**src/rtl/spm_stream_ctrl.sv**
```systemverilog
// Framing controller: parses sync/length/sample frames from the UART rx FIFO into the SPM,
// and returns the processed samples to the UART tx FIFO as an equal-length reply frame.
module spm_stream_ctrl #(
    parameter logic [7:0] SYNC_IN        = 8'hA5,
    parameter logic [7:0] SYNC_OUT       = 8'h5A,
    parameter int         TIMEOUT_CYCLES = 50_000
) (
    input  logic        clk,
    input  logic        reset,
    input  logic        enable,
    input  logic [7:0]  rx_data,
    input  logic        rx_empty,
    output logic        rx_read,
    output logic [7:0]  tx_data,
    input  logic        tx_full,
    output logic        tx_write,
    output logic [15:0] sample_in,
    output logic        sample_in_valid,
    input  logic        sample_in_ready,
    input  logic [15:0] sample_out,
    input  logic        sample_out_valid,
    output logic        sample_out_ready,
    output logic        busy,
    output logic        frame_error,
    output logic [7:0]  frame_count
);
    localparam int CW = $clog2(TIMEOUT_CYCLES + 1);

    typedef enum logic [2:0] {R_IDLE, R_LEN, R_LO, R_HI, R_PUSH, R_PAD} rx_state_t;
    typedef enum logic [2:0] {T_IDLE, T_SYNC, T_LEN, T_WAIT, T_LO, T_HI} tx_state_t;

    rx_state_t       rx_state, rx_next;
    tx_state_t       tx_state, tx_next;
    logic [7:0]      rx_rem, tx_rem, lo_byte;
    logic [15:0]     tx_sample;
    logic [CW-1:0]   idle_cnt;
    logic            rx_pop_state, tx_send_state, timed_state;
    logic            timeout, tx_start, set_error, in_fire, out_fire;

    // A new request is only accepted once the previous reply has fully left.
    assign rx_pop_state  = (rx_state == R_IDLE) ? (tx_state == T_IDLE)
                         : (rx_state inside {R_LEN, R_LO, R_HI});
    assign timed_state   = rx_state inside {R_LEN, R_LO, R_HI};
    assign tx_send_state = tx_state inside {T_SYNC, T_LEN, T_LO, T_HI};

    assign rx_read          = rx_pop_state & ~rx_empty & enable;
    assign tx_write         = tx_send_state & ~tx_full & enable;
    assign sample_in_valid  = (rx_state inside {R_PUSH, R_PAD}) & enable;
    assign sample_out_ready = (tx_state == T_WAIT) & enable;
    assign in_fire          = sample_in_valid & sample_in_ready;
    assign out_fire         = sample_out_ready & sample_out_valid;
    assign timeout          = timed_state & enable & rx_empty & (idle_cnt == CW'(TIMEOUT_CYCLES - 1));
    assign busy             = (rx_state != R_IDLE) | (tx_state != T_IDLE);

    always_comb begin
        rx_next   = rx_state;
        tx_next   = tx_state;
        tx_start  = 1'b0;
        set_error = 1'b0;
        tx_data   = 8'h00;
        case (rx_state)
            R_IDLE: if (rx_read && rx_data == SYNC_IN) rx_next = R_LEN;
            R_LEN: begin
                if (rx_read) begin
                    if (rx_data == 8'h00) begin
                        set_error = 1'b1;
                        rx_next   = R_IDLE;
                    end else begin
                        tx_start = 1'b1;
                        rx_next  = R_LO;
                    end
                end else if (timeout) begin
                    set_error = 1'b1;
                    rx_next   = R_IDLE;
                end
            end
            R_LO, R_HI: begin
                if (rx_read) begin
                    rx_next = (rx_state == R_LO) ? R_HI : R_PUSH;
                end else if (timeout) begin
                    set_error = 1'b1;
                    rx_next   = R_PAD;
                end
            end
            R_PUSH: if (in_fire) rx_next = (rx_rem == 8'd1) ? R_IDLE : R_LO;
            R_PAD:  if (in_fire && rx_rem == 8'd1) rx_next = R_IDLE;
            default: rx_next = R_IDLE;
        endcase

        case (tx_state)
            T_IDLE: if (tx_start) tx_next = T_SYNC;
            T_SYNC: begin
                tx_data = SYNC_OUT;
                if (tx_write) tx_next = T_LEN;
            end
            T_LEN: begin
                tx_data = tx_rem;
                if (tx_write) tx_next = T_WAIT;
            end
            T_WAIT: if (out_fire) tx_next = T_LO;
            T_LO: begin
                tx_data = tx_sample[7:0];
                if (tx_write) tx_next = T_HI;
            end
            T_HI: begin
                tx_data = tx_sample[15:8];
                if (tx_write) tx_next = (tx_rem == 8'd1) ? T_IDLE : T_WAIT;
            end
            default: tx_next = T_IDLE;
        endcase
    end

    always_ff @(posedge clk or posedge reset) begin
        if (reset) begin
            rx_state <= R_IDLE;
            tx_state <= T_IDLE;
        end else begin
            rx_state <= rx_next;
            tx_state <= tx_next;
        end
    end

    always_ff @(posedge clk or posedge reset) begin
        if (reset) begin
            rx_rem      <= '0;
            tx_rem      <= '0;
            lo_byte     <= '0;
            sample_in   <= '0;
            tx_sample   <= '0;
            idle_cnt    <= '0;
            frame_error <= 1'b0;
            frame_count <= '0;
        end else begin
            if (set_error) frame_error <= 1'b1;

            // Idle counter only runs while mid-frame and waiting on the rx FIFO.
            if (!timed_state || rx_read || timeout) idle_cnt <= '0;
            else if (enable && rx_empty)           idle_cnt <= idle_cnt + 1'b1;

            if (tx_start) begin
                rx_rem <= rx_data;
                tx_rem <= rx_data;
            end
            if (rx_state == R_LO && rx_read) lo_byte <= rx_data;
            if (rx_state == R_HI && rx_read) sample_in <= {rx_data, lo_byte};
            if (timeout && rx_state != R_LEN) sample_in <= 16'h0000;
            if (in_fire) rx_rem <= rx_rem - 1'b1;

            if (out_fire) tx_sample <= sample_out;
            if (tx_state == T_HI && tx_write) begin
                tx_rem <= tx_rem - 1'b1;
                if (tx_rem == 8'd1) frame_count <= frame_count + 1'b1;
            end
        end
    end
endmodule

```
**config.mk**
```make
export PLATFORM = sky130hd
export DESIGN_NAME = spm_stream_ctrl
export DESIGN_NICKNAME = d
export VERILOG_FILES = /design/src/rtl/spm_stream_ctrl.sv
export SDC_FILE = /design/constraint.sdc
export NUM_CORES = 1
export LEC_CHECK = 0
export CORE_UTILIZATION = 50
export CTS_CLUSTER_DIAMETER = 100
export DETAILED_ROUTE_END_ITERATION = 8
export PLACE_DENSITY_LB_ADDON = 0.3
export RECOVER_POWER = 100
export SYNTH_ARGS = -nofsm -noshare
export SYNTH_HDL_FRONTEND = slang
export SYNTH_SLANG_ARGS = --single-unit
```
**constraint.sdc**
```tcl
create_clock -name clk -period 5.6 [get_ports clk]
set_input_delay 1.12 -clock clk [delete_from_list [all_inputs] [get_ports clk]]
set_output_delay 1.12 -clock clk [all_outputs]
set_load 0.005 [all_outputs]
```
## Word-level counts from Yosys, hierarchy flattened

Index checks and enable logic that the tools add are counted.

| storage, ports and cells | value |
|---|---|
| register bits after elaboration | 87 |
| input port bits | 31 |
| output and inout bits | 38 |

| operators by class | value |
|---|---|
| add/sub/neg operators | 4 |
| equality and inequality tests | 26 |
| mux-type cells | 36 |
| bitwise operators | 14 |
| reduce and logical (&&, ||, !) cells | 26 |

Operator list:

| kind | number |
|---|---|
| $mux W16 | 4 |
| $mux W3 | 14 |
| $pmux W8 S4 | 1 |
| $mux W8 | 3 |
| $pmux W3 S6 | 1 |
| $add A16 B1 Y16 const B | 1 |
| $eq A16 B16 Y1 const B | 1 |
| $eq A8 B1 Y1 const B | 2 |
| $sub A8 B1 Y8 const B | 2 |
| $pmux W3 S5 | 1 |
| $ne A2 B2 Y1 const B | 7 |
| $eq A3 B2 Y1 const B | 4 |
| $eq A3 B3 Y1 const B | 4 |
| $and A1 B1 Y1 | 11 |
| $reduce_bool A2 Y1 | 5 |
| $reduce_bool A3 Y1 | 3 |
| $add A8 B1 Y8 const B | 1 |
| $eq A8 B8 Y1 const B | 1 |
| $logic_not A8 Y1 | 1 |
| $mux W1 | 8 |
| $logic_and A1 B1 Y1 | 7 |
| $eq A3 B1 Y1 const B | 2 |
| $logic_not A3 Y1 | 2 |
| $mux W2 | 3 |
| other kinds (13) | 17 |

## Logic depth before layout (Yosys ltp)

| depth | value |
|---|---|
| depth after elaboration | 9 |
| depth in mapped cells | 7 |
| gate-level depth less buffers | 7 |

## Least setup slack after synthesis

OpenSTA, ideal clock, no wires.

| path | value |
|---|---|
| path type | in2out |
| start | input enable |
| end | output tx_write |
| arrival | 1.728 ns |
| data required time | 4.480 ns |
| slack | 2.752 ns |
| stages | 3 |
| buffers on the path | 1 |
| path through | clkbuf_1 -> nor2b_1 -> and3_1 |

| on the way | value |
|---|---|
| word-level cells in the longest chain between the ends | 1 |

RTL lines:

| item | RTL line | RTL |
|---|---|---|
| start: declaration | 10 | `input logic enable,` |
| $and A1 B1 Y1 | 47 | `assign tx_write = tx_send_state & ~tx_full & enable;` |
| end: declaration | 16 | `output logic tx_write,` |

Every way passes these cells.

## Final worst setup path

| path | value |
|---|---|
| start | input enable |
| end | output rx_read |

| on the way | value |
|---|---|
| word-level cells in the longest chain between the ends | 1 |

RTL lines:

| item | RTL line | RTL |
|---|---|---|
| $and A1 B1 Y1 | 46 | `assign rx_read = rx_pop_state & ~rx_empty & enable;` |
| end: declaration | 13 | `output logic rx_read,` |

Every way passes these cells.

==> results by group <==
Route
  – Iter 0 DRT Violations: 240
  – Residual DRC: 0
  – Wire per inst: 16.1 um
  – Vias: 3573
  – DRT Pass-1 Iters: 5
  – Post-route antenna net violation count: 0
  – Post-Route WL: 9740 um
  – Vias per cell: 5.90

Global routing
  – Largest net degree at the start of global routing: 49
  – Antenna violations before repair: 0
  – Total congestion overflow: 0
  – Number of global-route vias before repair: 3364
  – First-pass GRT wire length: 16400 um
  – GRT Total Usage: 23.4%

CTS
  – Post-CTS Hold Fix Bufs: 0
  – Post-CTS setup buffers: 0
  – H-tree levels: 3
  – CTS tree: built
  – Clk buf depth: 2
  – Total of cells resized after clock tree synthesis: 0
  – Clk_lat worst skew: 0.35 ns
  – Clock Tree Root: clkbuf_8
  – Clk slew on worst S/H paths: 0.09 ns
  – Cts bufs inserted: 9
  – CTS Sinks: 87

Final layout
  – NumNets Final: 534
  – Multi-input gate area: 2090 um^2
  – Area grow syn2layout: 21.9%
  – Fill count: 720
  – Final Cell Area: 5370 um^2
  – Antenna diodes: 0
  – Share of cells above drive strength 1: 8.98%
  – Sequential Area: 2180 um^2

Timing
  – Max-slew headroom: -37.3%
  – Skew final: 0.0139 ns
  – TNS Setup: 0 ns
  – Final period util: 73.9%
  – Slew at the pin closest to its max-slew limit: 2.05 ns
  – Tmin final: 4.14 ns
  – Hold slack: 0.469 ns
  – Final-report hold violation count: 0
  – Fmax: 242 MHz
  – Final Setup Violations: 0
  – Unrepaired setup endpoints after global routing: false
  – Pins Over Slew Limit: 58

Setup path
  – Critical Path Stages: 4
  – Setup crit start kind: primary input
  – Buf/Inv on CP: 2
  – Crit path to: rx_read
  – Crit path cell chain: dlygate4sd3_1, nand2b_1, a211oi_1, dlygate4sd3_1
  – Worst Path Arrival: 3.02 ns
  – Worst reg-to-reg setup slack: 2.49 ns
  – R2r worst-path depth: 5
  – Crit path top cell by count: dlygate4sd3_1
  – Critical Path Max Stage Delay: 0.82 ns
  – R2r endpoint: rx_state[0]$_DFFE_PP0P_
  – Worst EP required: 4.48 ns
  – Crit-path leading delay family: buffers and inverters
  – CP Launch Point: enable
  – Reg2reg start: idle_cnt[4]$_DFFE_PP0P_
  – Crit end category: output pin
  – CP max stage cell: dlygate4sd3_1
  – CP max FO: 15
  – Worst Path Class, Setup: in2out

Min path
  – HP Class: reg2reg

Logic synthesis
  – Synth Register Bits: 87
  – Top-count cell post-synth: dfrtp_1
  – Syn_area_per_cell: 10.2 um^2
  – Mapped Cells: 430
  – Synth async-reset ratio: 100%
  – Post-synth EDFFs: 0
  – Distinct cells, synth: 51
  – Most frequent cells after synthesis: 87 x dfrtp_1, 57 x nor2_1, 34 x nand2_1
  – Synth Warn #: 0
  – Main synth FF type: dfrtp_1
  – Top-area cell type share of the netlist area: 49.4%
  – Sequential share of the synthesized area: 49.4%
  – Dominant cell type by area after synthesis: dfrtp_1
  – Mapped Nets: 467
  – Top cells by area, synth: dfrtp_1 49%, mux2_2 6.4%, mux2i_1 5.0%, nor2_1 4.9%, nand2_1 2.9%
  – Mapped cell area: 4410 um^2

Placement
  – Placed cell area: 5170 um^2
  – DP HPWL: 6780 um
  – GP Congestion: 0.860
  – IO buf count: 68

Floorplanning
  – Die width: 95.9 um
  – Core ar.: 8380 um^2
  – # IOs: 69
  – Die Y: 95.9 um
  – Full die area: 9190 um^2
  – Starting density of the core: 52.6%
  – Row cnt: 33

Flow run
  – Maxcap violations: 2

Power and ir drop
  – PD cells: 448 nW/um^2
  – Leakage: 2.43 nW
  – Max VDD drop: 0.204 mV

Outcome
  – Failing checks: max-capacitance violations, max-slew violations
  – Status: complete, but fails checks
[layer usage]
layer	up-vias	track usage, %	routed length [um]
met2	121	36.5	4680
met5	-	0	0
li1	1684	-	-
met3	13	3.95	462
met1	1755	33.5	4500
met4	0	6.59	95
[cells in the final DEF, fill, tap and decap left out, drive strengths merged, types with 9 or more instances in the layout]
cell type,n
dlygate4sd3,40
nand2,34
a21oi,13
dfrtp,87
nor2,57
inv,11
o21ai,17
mux2i,22
nand3,19
mux2,25
clkdlybuf4s50,28
nand4,9
xnor2,11
xor2,11
o211ai,10
clkbuf,10
[kinds of logic (layout without fill, tap and decap cells)]
logic type | after synthesis | after routing | share of synthesized area (%)
simple gates | 176 | 176 | 20.4
flops | 87 | 87 | 49.4
fa+ha+maj | 6 | 6 | 1.70
xor+xnor | 22 | 22 | 4.37
mux | 47 | 47 | 11.4
buf+inv | 24 | 95 | 2.27
compound gates | 68 | 68 | 10.4
[through the flow]
stage	instances	power [mW]	setup slack, ns	utilization [%]
after global placement	591	1.91	1.56	61.7
final	606	2.41	1.46	64.1
after detailed placement	591	1.94	1.56	61.7
after CTS	606	2.48	1.53	64.5
after global routing	606	2.58	1.17	64.1
after floorplan	430	1.57	2.23	-
[registers in the layout, summed over array words and instances, names as in the netlist]
name	cells
idle_cnt	16
sample_in	16
tx_sample	16
frame_count	8
lo_byte	8
rx_rem	8
tx_rem	8
rx_state	3
tx_state	3
frame_error	1
[worst min path at each step]
stage,to,slack [ns],startpoint,cells after the start
3_5_place_dp,frame_error$_DFFE_PP0P_,0.46,frame_error$_DFFE_PP0P_,1
3_3_place_gp,frame_error$_DFFE_PP0P_,0.45,frame_error$_DFFE_PP0P_,1
5_1_grt,frame_error$_DFFE_PP0P_,0.51,frame_error$_DFFE_PP0P_,1
4_1_cts,frame_error$_DFFE_PP0P_,0.48,frame_error$_DFFE_PP0P_,1
6_report,frame_count[7]$_DFFE_PP0P_,0.47,frame_count[7]$_DFFE_PP0P_,1
2_1_floorplan,frame_error$_DFFE_PP0P_,0.46,frame_error$_DFFE_PP0P_,1
[area by class of cell]
| class | count | share of cell area, % |
|---|---|---|
| clock buffers | 10 | 2.56 |
| clock inverters | 5 | 1.93 |
| inverters | 11 | 0.792 |
| multi-input cells | 319 | 38.9 |
| flip-flops and latches | 87 | 40.5 |
| well taps | 105 | 2.45 |
| repair buffers | 69 | 12.8 |
[worst register-to-register path, stage by stage (launching register included)]
cell,delay [ns]
dfrtp_1,0.44
or4b_1,0.55
or4_1,0.52
o211ai_1,1.05
nand2_1,0.21
o22a_1,0.23
[report_power, final]
group | internal, mW | leakage (nW) | total [mW] | switching (mW)
registers | 0.848 | 1.11 | 1.06 | 0.212
logic | 0.446 | 1.19 | 0.820 | 0.375
clock network | 0.307 | 0.123 | 0.527 | 0.220
(Power assumes the default switching activity.)
